**src/rtl/mmio_keys_pkg.sv**
```systemverilog
// Shared register map, field positions and sequencer states for mmio_keys_queue.
package mmio_keys_pkg;

    localparam logic [4:0] ADDR_ROW0   = 5'h00;
    localparam logic [4:0] ADDR_EVENT  = 5'h10;
    localparam logic [4:0] ADDR_STATUS = 5'h11;
    localparam logic [4:0] ADDR_HOLD   = 5'h12;
    localparam logic [4:0] ADDR_CTRL   = 5'h13;

    localparam int unsigned ST_EMPTY     = 0;
    localparam int unsigned ST_FULL      = 1;
    localparam int unsigned ST_OVERFLOW  = 2;
    localparam int unsigned ST_BADKEY    = 3;
    localparam int unsigned ST_BUSY      = 4;
    localparam int unsigned ST_LEVEL_LSB = 8;

    localparam int unsigned EVT_COL_LSB = 0;
    localparam int unsigned EVT_ROW_LSB = 4;
    localparam int unsigned EVT_PRESS   = 8;
    localparam int unsigned EVT_W       = 9;

    localparam int unsigned CTRL_FLUSH  = 0;
    localparam int unsigned CTRL_IRQ_EN = 1;

    typedef enum logic [1:0] {
        IDLE,
        APPLY,
        HOLD
    } seq_state_t;

endpackage

```
**src/rtl/keys_evt_fifo.sv**
```systemverilog
// Synchronous event FIFO with show-ahead head; caller is responsible for gating push/pop.
module keys_evt_fifo
    import mmio_keys_pkg::*;
#(
    parameter int unsigned DEPTH = 16,
    parameter int unsigned W     = EVT_W
) (
    input  logic                     clk_i,
    input  logic                     reset_i,
    input  logic                     push,
    input  logic                     pop,
    input  logic                     flush,
    input  logic [W-1:0]             din,
    output logic [W-1:0]             dout,
    output logic                     empty,
    output logic                     full,
    output logic [$clog2(DEPTH):0]   level
);

    localparam int unsigned AW = $clog2(DEPTH);

    logic [W-1:0]  mem [DEPTH];
    logic [AW-1:0] wr_ptr;
    logic [AW-1:0] rd_ptr;
    logic [AW:0]   count;

    always_ff @(posedge clk_i) begin
        if (reset_i || flush) begin
            wr_ptr <= '0;
            rd_ptr <= '0;
            count  <= '0;
        end else begin
            if (push) wr_ptr <= wr_ptr + AW'(1);
            if (pop)  rd_ptr <= rd_ptr + AW'(1);
            case ({push, pop})
                2'b10:   count <= count + (AW+1)'(1);
                2'b01:   count <= count - (AW+1)'(1);
                default: ;
            endcase
        end
    end

    always_ff @(posedge clk_i) begin
        if (push && !flush) mem[wr_ptr] <= din;
    end

    assign dout  = mem[rd_ptr];
    assign empty = (count == '0);
    assign full  = (count == (AW+1)'(DEPTH));
    assign level = count;

endmodule

```
**src/rtl/mmio_keys_queue.sv**
```systemverilog
// Avalon-MM keyboard matrix with direct row writes and a timed press/release event queue.
// Optional queue-drained interrupt irq_o is built when KEYS_QUEUE_IRQ_EN is defined.
module mmio_keys_queue
    import mmio_keys_pkg::*;
#(
    parameter int unsigned ROWS         = 10,
    parameter int unsigned COLS         = 8,
    parameter int unsigned FIFO_DEPTH   = 16,
    parameter int unsigned TICK_DIV     = 50000,
    parameter int unsigned HOLD_DEFAULT = 40
) (
    input  logic                 clk_i,
    input  logic                 reset_i,
    input  logic [4:0]           avs_address_i,
    input  logic                 avs_read_i,
    input  logic                 avs_write_i,
    input  logic [31:0]          avs_writedata_i,
    output logic [31:0]          avs_readdata_o,
    output logic [ROWS*COLS-1:0] keys_o,
    input  logic [3:0]           row_sel_i,
    output logic [COLS-1:0]      col_o
`ifdef KEYS_QUEUE_IRQ_EN
    ,
    output logic                 irq_o
`endif
);

    localparam int unsigned NKEYS = ROWS * COLS;
    localparam int unsigned LW    = $clog2(FIFO_DEPTH) + 1;
    localparam int unsigned CNT_W = $clog2(TICK_DIV) + 16;

    logic [NKEYS-1:0] keys_q, keys_d;
    logic [COLS-1:0]  col_q, col_d;
    logic [31:0]      rdata_q, rdata_d;
    logic [15:0]      hold_q;
    logic             overflow_q, badkey_q;
    logic [CNT_W-1:0] cnt_q, cnt_d;
    seq_state_t       state_q, state_d;
    logic             irq_en;

    logic             evt_wr, evt_valid, push, pop, flush;
    logic [EVT_W-1:0] head;
    logic             fifo_empty, fifo_full;
    logic [LW-1:0]    level;
    logic [3:0]       head_row, head_col;
    logic             head_press;
    logic             unused_wdata;

    assign unused_wdata = ^avs_writedata_i[31:16];

    assign evt_wr    = avs_write_i && (avs_address_i == ADDR_EVENT);
    assign evt_valid = ({1'b0, avs_writedata_i[EVT_ROW_LSB +: 4]} < 5'(ROWS)) &&
                       ({1'b0, avs_writedata_i[EVT_COL_LSB +: 4]} < 5'(COLS));
    assign flush     = avs_write_i && (avs_address_i == ADDR_CTRL) && avs_writedata_i[CTRL_FLUSH];
    assign push      = evt_wr && evt_valid && !fifo_full && !flush;
    assign pop       = (state_q == APPLY) && !flush;

    assign head_row   = head[EVT_ROW_LSB +: 4];
    assign head_col   = head[EVT_COL_LSB +: 4];
    assign head_press = head[EVT_PRESS];

    keys_evt_fifo #(
        .DEPTH (FIFO_DEPTH),
        .W     (EVT_W)
    ) u_fifo (
        .clk_i   (clk_i),
        .reset_i (reset_i),
        .push    (push),
        .pop     (pop),
        .flush   (flush),
        .din     (avs_writedata_i[EVT_W-1:0]),
        .dout    (head),
        .empty   (fifo_empty),
        .full    (fifo_full),
        .level   (level)
    );

    always_comb begin
        state_d = state_q;
        cnt_d   = cnt_q;
        unique case (state_q)
            IDLE:  if (!fifo_empty) state_d = APPLY;
            APPLY: begin
                state_d = HOLD;
                cnt_d   = CNT_W'(hold_q) * CNT_W'(TICK_DIV);
            end
            // A zero count still spends one cycle here, like a count of one.
            HOLD:  if (cnt_q <= CNT_W'(1)) state_d = IDLE;
                   else cnt_d = cnt_q - CNT_W'(1);
            default: state_d = IDLE;
        endcase
        if (flush) state_d = IDLE;
    end

    // Event bit first, then a same-cycle direct row write overrides the whole row.
    always_comb begin
        keys_d = keys_q;
        if (state_q == APPLY) begin
            for (int unsigned r = 0; r < ROWS; r++) begin
                for (int unsigned c = 0; c < COLS; c++) begin
                    if (head_row == 4'(r) && head_col == 4'(c)) keys_d[r*COLS+c] = ~head_press;
                end
            end
        end
        for (int unsigned r = 0; r < ROWS; r++) begin
            if (avs_write_i && avs_address_i == ADDR_ROW0 + 5'(r))
                keys_d[r*COLS +: COLS] = avs_writedata_i[COLS-1:0];
        end
        if (flush) keys_d = '1;
    end

    always_comb begin
        col_d = '1;
        for (int unsigned r = 0; r < ROWS; r++) begin
            if (row_sel_i == 4'(r)) col_d = keys_q[r*COLS +: COLS];
        end
    end

    always_comb begin
        rdata_d = '0;
        if (avs_read_i) begin
            for (int unsigned r = 0; r < ROWS; r++) begin
                if (avs_address_i == ADDR_ROW0 + 5'(r)) rdata_d[COLS-1:0] = keys_q[r*COLS +: COLS];
            end
            case (avs_address_i)
                ADDR_STATUS: begin
                    rdata_d[ST_EMPTY]          = fifo_empty;
                    rdata_d[ST_FULL]           = fifo_full;
                    rdata_d[ST_OVERFLOW]       = overflow_q;
                    rdata_d[ST_BADKEY]         = badkey_q;
                    rdata_d[ST_BUSY]           = (state_q != IDLE);
                    rdata_d[ST_LEVEL_LSB +: 8] = 8'(level);
                end
                ADDR_HOLD: rdata_d[15:0]        = hold_q;
                ADDR_CTRL: rdata_d[CTRL_IRQ_EN] = irq_en;
                default: ;
            endcase
        end
    end

    always_ff @(posedge clk_i) begin
        if (reset_i) begin
            state_q    <= IDLE;
            cnt_q      <= '0;
            keys_q     <= '1;
            col_q      <= '1;
            rdata_q    <= '0;
            hold_q     <= 16'(HOLD_DEFAULT);
            overflow_q <= 1'b0;
            badkey_q   <= 1'b0;
        end else begin
            state_q <= state_d;
            cnt_q   <= cnt_d;
            keys_q  <= keys_d;
            col_q   <= col_d;
            rdata_q <= rdata_d;
            if (avs_write_i && avs_address_i == ADDR_HOLD) hold_q <= avs_writedata_i[15:0];
            if (avs_write_i && avs_address_i == ADDR_STATUS) begin
                if (avs_writedata_i[ST_OVERFLOW]) overflow_q <= 1'b0;
                if (avs_writedata_i[ST_BADKEY])   badkey_q   <= 1'b0;
            end
            if (evt_wr && !evt_valid)      badkey_q   <= 1'b1;
            else if (evt_wr && fifo_full)  overflow_q <= 1'b1;
        end
    end

`ifdef KEYS_QUEUE_IRQ_EN
    logic irq_q;

    always_ff @(posedge clk_i) begin
        if (reset_i) begin
            irq_en <= 1'b0;
            irq_q  <= 1'b0;
        end else begin
            if (avs_write_i && avs_address_i == ADDR_CTRL) irq_en <= avs_writedata_i[CTRL_IRQ_EN];
            irq_q <= irq_en && fifo_empty && (state_q == IDLE) && !push;
        end
    end

    assign irq_o = irq_q;
`else
    assign irq_en = 1'b0;
`endif

    assign keys_o         = keys_q;
    assign col_o          = col_q;
    assign avs_readdata_o = rdata_q;

endmodule

```
**config.mk**
```make
export PLATFORM = sky130hd
export DESIGN_NAME = mmio_keys_queue
export DESIGN_NICKNAME = d
export VERILOG_FILES = /design/src/rtl/mmio_keys_pkg.sv /design/src/rtl/keys_evt_fifo.sv /design/src/rtl/mmio_keys_queue.sv
export SDC_FILE = /design/constraint.sdc
export NUM_CORES = 1
export LEC_CHECK = 0
export ABC_CLOCK_PERIOD_IN_PS = 11200
export BUFFER_PORTS_ARGS = -buffer_cell sky130_fd_sc_hd__buf_4
export CORE_UTILIZATION = 50
export DETAILED_ROUTE_END_ITERATION = 10
export PLACE_DENSITY = 0.67
export SYNTH_ARGS = -nofsm -noshare
export SYNTH_HDL_FRONTEND = slang
export SYNTH_SLANG_ARGS = --single-unit
export TNS_END_PERCENT = 50
```
**constraint.sdc**
```tcl
create_clock -name clk_i -period 11.2 [get_ports clk_i]
set_input_delay 1.12 -clock clk_i [delete_from_list [all_inputs] [get_ports clk_i]]
set_output_delay 1.12 -clock clk_i [all_outputs]
set_load 0.01 [all_outputs]
```
==> impl_results.md, run 1 <==
* Fin crit share at 50.05%
* Vias in the first global route at 14,169
* Synthesis-to-layout area growth at 12.81%
* Final slew viol count at 0
* Final Critical Period at 5606 ps
* EDFF count, synth at 144
* Via count at 14,527
* FF+latch count, synth at 317
* Antenna Nets Post-Route at 0
* Largest net degree at the start of global routing at 81
* Clock sinks at 317
* Cell Area, Synth at 18,530 um^2
* FILL cells at 3,152
* Gr usage total at 28.56%
* VDD IR max at 104.2 uV
* Die H at 194.5 um
* I/O Buffers at 132
* DR pass1 iterations at 8
* Rows at 70
* Total congestion overflow at 0
* Layout Skew at 52.83 ps
* Initial antenna violation count at 0
* Via/cell ratio at 6.111
* Fin Hold WS at 492.5 ps
* Ports at 165
* CP endpoint kind: flip-flop
* P_int at 1.938 mW
* F_max at 178.4 MHz
* Fin Setup TNS at 0 ps
* Die W at 194.5 um
* Global-route wire length before repair at 83,350 um
* Setup bufs post-CTS at 0
* R2r setup slk at 5590 ps
* RSZ-0062 raised after global routing: false
* CP Launch Type: flip-flop
* Sequential Power Share at 47.7%
* Switching Power at 633.0 uW
* Post-layout util at 57.24%
* Post-synthesis sequential area ratio at 42.02%
* Clock buffer depth at 3
* Grt met1 use at 37.63%
* Max Cap Violations at 0
* Busiest grt layer: met2
* Hold WC Path Type: flip-flop to flip-flop
* Distinct cell type count after synthesis at 76
* Max_slew headroom at 28.13%
* H-tree levels at 2
* ANT cells at 0
* Leakage at 8.383 nW
* Setup CP Type: flip-flop to flip-flop
* Post-synth ARST share at 0%
* Initial Util at 50.74%
* Clk_lat worst skew at 580 ps
* Placed inst area at 19,750 um^2
* Hold Vio Cnt, Final at 0
* Clock group share of total power at 44.9%
* DRC errors left at 0
* Reg clk slew, reported paths at 60 ps
* GPL Wtd Cong at 0.9351
* Syn_area_per_cell at 10.26 um^2
* Hold buffer count at CTS at 0
* Status: finished, final reports clean
* Core area at 36,520 um^2
* TritonCTS clock tree: yes
* WL/cell at 22.53 um
* Layout cells sized above 1 at 15.87%
* Cell area after layout at 20,910 um^2
* Post-synth top flop: dfxtp_1
* NumNets Final at 2,089
* Met3 Track Usage GR at 5.206%
* Crit-path max FO at 7
* Num CTS Buffers at 36
* Initial DRC Count at 1,159
* Final Setup Violations at 0
* Met2 Use GR at 46.40%
* Slew at the pin closest to its max-slew limit at 1074 ps
* Combinational share of power at 7.4%
* Post-synth top area cell: edfxtp_1
* Post-CTS sizing at 0
* Synth top area share at 23.33%
* WL final at 53,550 um
* WP data required at 11,640 ps
* Die area at 37,840 um^2
* Switching share of power at 24.62%
* Synth Instances at 1,806
* Data arrival time of the critical path at 6050 ps
* Root Driver: clkbuf_16
* YS warnings at 0
* Ranking of synthesized cells by area: edfxtp_1 (23%), dfxtp_1 (19%), ha_1 (8.3%)
* Cell Pwr Density at 123.0 nW/um^2
* Final HPWL DP at 37,140 um
[per-layer routing]
metal  wire length [um]  vias to the layer above
met3               4085                      133
li1                   -                     6663
met5                  0                        -
met1              22410                     7109
met2              25040                      622
met4               2013                        0
[critical path, stage by stage (launching register included)]
cell       delay [ps]
dfxtp_1           540
ha_1              340
ha_1              360
xor2_1            190
ha_1              190
a31o_2            230
fa_1              490
inv_1              50
fa_1              520
inv_1              40
ha_1              340
a21o_1            210
a211o_1           300
a2111o_1          410
nand2_1           130
o21ai_0           180
o311ai_0          480
a2111oi_0         180
a221o_1           300
[cell usage after synthesis, types with 22 or more instances]
library cell and instances:
nand2_1 190, dfxtp_1 173, edfxtp_1 144, a21oi_1 132, ha_1 123, nor2_1 120, inv_1 116, mux2i_1 92
clkbuf_1 88, o21ai_0 71, mux4_2 60, nor3_1 48, fa_1 37, nand2b_1 27, o21ai_1 27, o211ai_1 25
nand3_1 23, xnor2_1 22
[logic make-up (layout without fill, tap and decap cells)]
group	count (synthesis)	in the layout	share of synthesized area, %
and+or+nand+nor	501	501	12.67
xor gates and xnor gates	37	37	1.749
other	1	16	0.02024
adders and majority gates	160	160	12.30
AOI/OAI and AO/OA	382	382	12.67
DFF	317	317	42.02
buffers and inverters	241	329	5.401
muxes	167	167	13.17
[layout by cell type, fill, tap and decap left out, drive strengths merged, types with 10 or more instances in the layout]
cell type	count
a21o	10
a21oi	132
a22oi	17
a31oi	14
and2	11
buf	149
clkbuf	53
conb	16
dfxtp	173
edfxtp	144
fa	37
ha	123
inv	117
mux2	15
mux2i	92
mux4	60
nand2	190
nand2b	27
nand3	23
nor2	130
nor2b	10
nor3	50
o211ai	25
o21ai	98
o22ai	14
or3	13
xnor2	22
xor2	15
[path summary, 6_finish.rpt]
path              cells past startpoint                   start                     end
hold reg to reg                       2  cnt_q[15]$_SDFFE_PP0P_  cnt_q[15]$_SDFFE_PP0P_
hold / removal                        2  cnt_q[15]$_SDFFE_PP0P_  cnt_q[15]$_SDFFE_PP0P_
setup / recovery                     18  hold_q[4]$_SDFFE_PP0P_  cnt_q[30]$_SDFFE_PP0P_
setup reg to reg                     18  hold_q[4]$_SDFFE_PP0P_  cnt_q[30]$_SDFFE_PP0P_
[sequential cells by signal, summed over array words and instances, names as in the netlist, 4 cells and up, named ones only]
signal / count
col_o: 8
u_fifo.rd_ptr: 4
cnt_q: 32
keys_o: 80
u_fifo.level: 5
u_fifo.wr_ptr: 4
u_fifo.mem: 144
avs_readdata_o: 16
hold_q: 16
[layout make-up]
cell class / instances / area (um^2) / share of cell area (%)
multi-input combinational: 1263 / 9821 / 46.97
sequential: 317 / 7789 / 37.26
timing repair buffer: 149 / 1119 / 5.350
clock buffer: 53 / 1002 / 4.794
tap: 468 / 585.6 / 2.801
inverter: 117 / 439.2 / 2.101
clock inverter: 10 / 151.4 / 0.7242
[power groups by stage]
stage	combinational [mW]	sequential, mW	clock [mW]
3_3_place_gp	0.184	1.25	0
4_1_cts	0.188	1.23	1.17
2_1_floorplan	0.124	1.25	0
6_report	0.191	1.23	1.15
5_1_grt	0.209	1.23	1.21
3_5_place_dp	0.187	1.25	0
[per-stage QoR]
stage               power [mW]  cells  worst slack, ps
floorplan                1.373   1821             6220
global placement         1.434   2314             5700
detailed placement       1.438   2314             5664
CTS                      2.582   2377             5657
global route             2.644   2377             5209
finish                   2.571   2377             5594
No activity file was read; power rests on OpenSTA's default activity.
==> run 2, diff against run 1 <==
- ABC_CLOCK_PERIOD_IN_PS: 11200 -> 5700
- clock period: 11.2 -> 5.7 ns (I/O delays scaled with it)
==> run 2 against run 1 <==
Against the previous run: clock-buffer cell count fell by 5; combinational power rose by 97%; routed wire length rose by 2.2%; critical endpoint unchanged; critical path depth fell by 1; largest power group unchanged; largest cell class unchanged; flip-flop and latch count did not move; die area did not move; clock power rose by 97%; sequential share of layout area fell by 0.073 points; maximum frequency rose by 3.8%; power rose by 96%.
==> impl_results.md, run 2 (synthesis results as in run 1) <==
* Finished Layout Cells at 2,386 (+0.38%)
* F_max at 185.1 MHz (+3.8%)
* Setup bufs post-CTS at 0 (unchanged)
* Largest net degree at the start of global routing at 81 (unchanged)
* TritonCTS clock tree: yes
* Slew at the pin closest to its max-slew limit at 1074 ps (-0.3564 ps)
* Fin Hold WS at 296.4 ps (-196.1 ps)
* VDD IR max at 253.7 uV (+140%)
* Layout Skew at 28.09 ps (-24.74 ps)
* CP endpoint kind: flip-flop
* FILL cells at 3,095 (-1.8%)
* Initial DRC Count at 1,229 (+6.0%)
* Endpoint, Worst Hold: hold_q[15]$_SDFFE_PP0P_
* WL/cell at 22.92 um (+1.8%)
* Final Setup Violations at 0 (unchanged)
* Die area at 37,840 um^2 (unchanged)
* Max_slew headroom at 28.15% (about the same)
* Reg clk slew, reported paths at 60 ps (about the same)
* Met3 Track Usage GR at 5.049% (-0.16 points)
* Synthesis-to-layout area growth at 13.04%
* Rows at 70 (unchanged)
* Cell Pwr Density at 241.0 nW/um^2 (+96%)
* NumNets Final at 2,098 (+0.43%)
* Num CTS Buffers at 36 (unchanged)
* Initial Util at 50.74% (unchanged)
* Ports at 165 (unchanged)
* Antenna Nets Post-Route at 0 (unchanged)
* Post-CTS sizing at 0 (unchanged)
* Final setup margin at 296.8 ps (-5297 ps)
* RSZ-0062 raised after global routing: false
* ANT cells at 0 (unchanged)
* Initial antenna violation count at 1 (+1)
* R2r endpoint: cnt_q[30]$_SDFFE_PP0P_
* WP data required at 6120 ps (-5520 ps)
* Via count at 14,604 (+0.53%)
* Reg2Reg Depth at 17 (-1)
* Reg2reg start: hold_q[5]$_SDFFE_PP1P_
* Placed instance count at 2,323 (+0.39%)
* CP Launch Type: flip-flop
* Data arrival time of the critical path at 5830 ps (-220 ps)
* Global-route wire length before repair at 84,560 um (+1.5%)
* Met2 Use GR at 46.94% (+0.54 points)
* Fin crit share at 94.79% (+45 points)
* R2r setup slk at 300 ps (-5300 ps)
* Clock buffer depth at 3 (unchanged)
* Hold Path Depth at 3 (+1)
* Core area at 36,520 um^2 (unchanged)
* Clk_lat worst skew at 550 ps (-30 ps)
* DRC errors left at 0 (unchanged)
* Final slew viol count at 0 (unchanged)
* GPL Wtd Cong at 0.9382 (+0.33%)
* Leakage at 8.412 nW (+0.34%)
* Layout cells sized above 1 at 16.27% (+0.39 points)
* Gr usage total at 29.05% (+0.49 points)
* Busiest grt layer: met2
* Hold buffer count at CTS at 0 (unchanged)
* Root Driver: clkbuf_16
* Die H at 194.5 um (unchanged)
* Total congestion overflow at 0 (unchanged)
* Max Cap Violations at 0 (unchanged)
* Commonest non-fill, non-tap cell in the layout: nand2_1
* Vias in the first global route at 14,124 (-0.32%)
* Status: finished, final reports clean
* Register area at 7789 um^2 (unchanged)
* WL final at 54,700 um (+2.2%)
* Setup WS pre-CTS at 384.6 ps (-5280 ps)
* Overall Power at 5.047 mW (+96%)
* Post-layout util at 57.36% (+0.11 points)
* Die W at 194.5 um (unchanged)
* Via/cell ratio at 6.121 (+0.15%)
* Fin Setup TNS at 0 ps (unchanged)
* Crit-path max FO at 6 (-1)
* Final Critical Period at 5403 ps (-202.7 ps)
* Most frequent cells in the layout: nand2_1 (190), dfxtp_1 (172), buf_4 (158)
* Final HPWL DP at 38,310 um (+3.2%)
* DR pass1 iterations at 6 (-2)
* I/O Buffers at 132 (unchanged)
* Largest register FFs at 144 (unchanged)
* Hold WC Path Type: input port to flip-flop
* Hold Vio Cnt, Final at 0 (unchanged)
* Footprint of the multi-input gates at 9816 um^2 (about the same)
* Largest Register: u_fifo.mem
* Setup CP Type: flip-flop to flip-flop
* H-tree levels at 2 (unchanged)
* Placed inst area at 19,820 um^2 (+0.32%)
* Hold Path Origin: avs_writedata_i[15]
* Cell area after layout at 20,950 um^2 (+0.20%)
* Clock sinks at 317 (unchanged)
* Grt met1 use at 38.63% (+1.0 points)
==> run 2: changes by cell type in the layout (fill, tap and decap cells not counted), moves of 2 or more <==
cell	previous run	this run
clkinv_1	2	4
clkinv_16	3	0
clkbuf_4	2	0
buf_4	149	158
clkbuf_1	12	9
clkinvlp_2	0	2
==> run 2: cell type report <==
cell class / instances / area share, %
Tap cell: 468 / 2.795
Clock inverter: 15 / 0.7466
Timing Repair Buffer: 158 / 5.662
Sequential cell: 317 / 37.18
Clock buffer: 48 / 4.659
Inverter: 117 / 2.097
Multi-Input combinational cell: 1263 / 46.86
==> run 2: critical path, cell delays in order, from the launching register on <==
cell and delay (ps):
dfxtp_1 500, ha_1 330, ha_1 360, xor2_1 160
ha_1 300, fa_1 540, inv_1 50, fa_1 530
inv_1 40, ha_1 340, a21o_1 200, a211o_1 300
a2111o_1 390, nand2_1 130, o21ai_0 180, o311ai_0 460
a2111oi_0 180, a221o_1 290
==> run 2: worst max-delay path by stage <==
stage / start / end / slack [ps]
after floorplan: hold_q[3]$_SDFFE_PP1P_ / cnt_q[30]$_SDFFE_PP0P_ / 720
after global placement: hold_q[5]$_SDFFE_PP1P_ / cnt_q[30]$_SDFFE_PP0P_ / 460
after detailed placement: hold_q[5]$_SDFFE_PP1P_ / cnt_q[30]$_SDFFE_PP0P_ / 380
after CTS: hold_q[5]$_SDFFE_PP1P_ / cnt_q[30]$_SDFFE_PP0P_ / 320
after global routing: hold_q[2]$_SDFFE_PP0P_ / cnt_q[30]$_SDFFE_PP0P_ / 30
final: hold_q[5]$_SDFFE_PP1P_ / cnt_q[30]$_SDFFE_PP0P_ / 300
==> run 2: metal layers <==
layer  wire [um]  vias to the layer above
li1            -                     6679
met1       22470                     7081
met2       25290                      687
met3        4564                      155
met4        2362                        2
met5           9                        -
==> run 2: power breakdown <==
group / switching, mW / internal [mW] / total [mW] / leakage, nW
registers: 0.0212 / 2.39 / 2.41 / 2.69
clock network: 0.957 / 1.30 / 2.26 / 0.544
logic: 0.242 / 0.134 / 0.376 / 5.17
total: 1.22 / 3.83 / 5.05 / 8.41
==> run 3, diff against run 2 <==
- CORE_ASPECT_RATIO: not set -> 1.5
==> run 3 against run 2 <==
Against the previous run: combinational power up 1%; via count down 0.49%; clock power decreased by 6%; die area is essentially flat; non-clock buffer count up 3; routed wire length rose by 2.8%; sequential share of layout area rose by 0.12 points; critical path depth rose by 1; clock skew shrank 6.0 ps; largest power group unchanged; highest routed layer is now met4.
==> impl_results.md, run 3 (synthesis results as in run 1) <==
* Status: finished, final reports clean
* Gr usage total at 29.67% (+0.62 points)
* NumNets Final at 2,096 (-0.095%)
* Initial antenna violation count at 0 (-1)
* TritonCTS clock tree: yes
* Hold Vio Cnt, Final at 0 (unchanged)
* Hold Path Origin: avs_writedata_i[14]
* Ports at 165 (unchanged)
* R2r endpoint: cnt_q[30]$_SDFFE_PP0P_
* Crit-path cells: ha_1 > ha_1 > xor2_1 > ha_1 > a31o_2 > fa_1 > inv_1 > fa_1 > inv_1 > ha_1 > a21o_1 > a211o_1 > a2111o_1 > nand2_1 > o21ai_0 > o311ai_1 > a2111oi_0 > a221o_1
* Setup bufs post-CTS at 0 (unchanged)
* Total congestion overflow at 0 (unchanged)
* Max Cap Violations at 0 (unchanged)
* Die H at 237.8 um (+22%)
* Initial DRC Count at 1,233 (+0.33%)
* VDD IR max at 265.2 uV (+4.5%)
* P_int at 3.706 mW (-3.2%)
* Sequential Power Share at 49.1% (+1.4 points)
* CP endpoint kind: flip-flop
* Clock sinks at 317 (unchanged)
* Hold Path Depth at 3 (unchanged)
* Endpoint, Worst Hold: hold_q[14]$_SDFFE_PP0P_
* Vias in the first global route at 14,276 (+1.1%)
* Worst Path Buf+Inv at 2 (unchanged)
* DR pass1 iterations at 5 (-1)
* Most used cell, CP: ha_1
* H-tree levels at 1 (-1)
* Combinational share of power at 7.8% (+0.3 points)
* Wire length on met1 at 19,680 um (-12%)
* Core area at 36,590 um^2 (+0.17%)
* Reg clk slew, reported paths at 70 ps (about the same)
* Switching Power at 1.199 mW (-1.7%)
* Antenna Nets Post-Route at 0 (unchanged)
* Largest Register: u_fifo.mem
* Via count at 14,533 (-0.49%)
* Final slew viol count at 0 (unchanged)
* Final HPWL DP at 41,150 um (+7.4%)
* DRC errors left at 0 (unchanged)
* Final Critical Period at 5356 ps (-47.31 ps)
* Rows at 86 (+23%)
* Hold WC Path Type: input port to flip-flop
* Most frequent cells in the layout: nand2_1 (190), dfxtp_1 (172), buf_4 (161)
* Setup CP Type: flip-flop to flip-flop
* Commonest non-fill, non-tap cell in the layout: nand2_1
* Root Driver: clkbuf_16
* I/O Buffers at 132 (unchanged)
* Clock group share of total power at 43.2% (-1.6 points)
* Cell Pwr Density at 234.9 nW/um^2 (-2.5%)
* Die area at 37,850 um^2 (about the same)
* Largest register FFs at 144 (unchanged)
* WL final at 56,220 um (+2.8%)
* Initial Util at 50.65% (-0.087 points)
* Uppermost layer routed: met4
* Crit-path max FO at 5 (-1)
* Max_slew headroom at 18.20% (-10 points)
* Hold buffer count at CTS at 0 (unchanged)
* Die W at 159.2 um (-18%)
* R2r setup slk at 340 ps (+50 ps)
* Fin crit share at 93.96% (-0.83 points)
* Data arrival time of the critical path at 5820 ps (about the same)
* WL met2 at 28,740 um (+14%)
* Synthesis-to-layout area growth at 12.69%
* CP Depth at 18 (+1)
* WL/cell at 23.46 um (+2.4%)
* Switching share of power at 24.45% (+0.27 points)
* Kind of cell adding the most delay to the critical path: adder cells
* Clock buffer depth at 3 (unchanged)
* Num CTS Buffers at 31 (-14%)
* Slew at the pin closest to its max-slew limit at 1224 ps (+150.7 ps)
* Reg2reg start: hold_q[3]$_SDFFE_PP1P_
* ANT cells at 0 (unchanged)
* Met3 WL at 3724 um (-18%)
* Global-route wire length before repair at 84,840 um (+0.33%)
* Post-CTS sizing at 0 (unchanged)
* CP max stage delay at 540 ps (about the same)
* Reg2Reg Depth at 18 (+1)
* Via/cell ratio at 6.066 (-0.90%)
* Layout cells sized above 1 at 16.53% (+0.26 points)
* Critical path's slowest cell: fa_1
* Placed instance count at 2,342 (+0.82%)
* Finished Layout Cells at 2,396 (+0.42%)
* F_max at 186.7 MHz (+0.88%)
* Layout Skew at 22.10 ps (-5.985 ps)
* WP data required at 6170 ps (+50 ps)
* Clk_lat worst skew at 590 ps (+40 ps)
* Overall Power at 4.906 mW (-2.8%)
* GPL Wtd Cong at 0.9676 (+3.1%)
* RSZ-0062 raised after global routing: false
* Fin Setup TNS at 0 ps (unchanged)
* Leakage at 8.377 nW (-0.41%)
* Final Setup Violations at 0 (unchanged)
* Largest net degree at the start of global routing at 63 (-22%)
* CP Launch Type: flip-flop
[run 3: changes by cell type in the layout (fill, tap and decap cells not counted), sizes merged]
cell	delta
buf	+3
clkinv	-1
inv	+3
bufinv	+2
clkbuf	-15
clkinvlp	+2
[run 3: worst max path at each step]
| stage | startpoint | slack (ps) | endpoint |
|---|---|---|---|
| floorplan | hold_q[3]$_SDFFE_PP1P_ | 720 | cnt_q[30]$_SDFFE_PP0P_ |
| global placement | hold_q[3]$_SDFFE_PP1P_ | 310 | cnt_q[30]$_SDFFE_PP0P_ |
| detailed placement | hold_q[3]$_SDFFE_PP1P_ | 250 | cnt_q[30]$_SDFFE_PP0P_ |
| CTS | hold_q[3]$_SDFFE_PP1P_ | 230 | cnt_q[30]$_SDFFE_PP0P_ |
| global route | hold_q[3]$_SDFFE_PP1P_ | 120 | cnt_q[30]$_SDFFE_PP0P_ |
| finish | hold_q[3]$_SDFFE_PP1P_ | 340 | cnt_q[30]$_SDFFE_PP0P_ |
[run 3: worst min-delay path: cells and delay by family]
family                 cells  cell delay (ps)
and+or+nand+nor            1               50
buffers and inverters      1              110
AOI/OAI and AO/OA          1               50
[run 3: area by class of cell]
type	instances	area [um^2]
clock buffers	33	783.3
clock inverters	21	241.5
fillers	3143	15700
inverters	117	439.2
multi-input cells	1263	9816
flip-flops and latches	317	7789
well taps	484	605.6
repair buffers	161	1209
[run 3: routing by layer]
| metal | global-route usage, % | up-vias |
|---|---|---|
| li1 | - | 6657 |
| met1 | 32.18 | 7050 |
| met3 | 4.362 | 195 |
| met4 | 19.58 | 0 |
| met5 | 0 | - |
| met2 | 53.68 | 631 |
[run 3: through the flow]
step | util, % | hold slack [ps] | setup slack (ps) | instance area [um^2]
floorplan | - | 443.7 | 720.4 | 18590
global placement | 54.28 | 468.1 | 313.2 | 19860
detailed placement | 54.28 | 476.1 | 246.1 | 19860
CTS | 57.08 | 224.3 | 228.3 | 20880
global route | 57.08 | 239.6 | 121.7 | 20880
finish | 57.08 | 246.4 | 344.1 | 20880
[run 3: power groups by stage]
| stage | combinational [mW] | clock [mW] | sequential [mW] |
|---|---|---|---|
| 2_1_floorplan | 0.244 | 0 | 2.45 |
| 3_3_place_gp | 0.368 | 0 | 2.46 |
| 3_5_place_dp | 0.373 | 0 | 2.46 |
| 4_1_cts | 0.375 | 2.15 | 2.41 |
| 5_1_grt | 0.410 | 2.24 | 2.41 |
| 6_report | 0.380 | 2.12 | 2.41 |
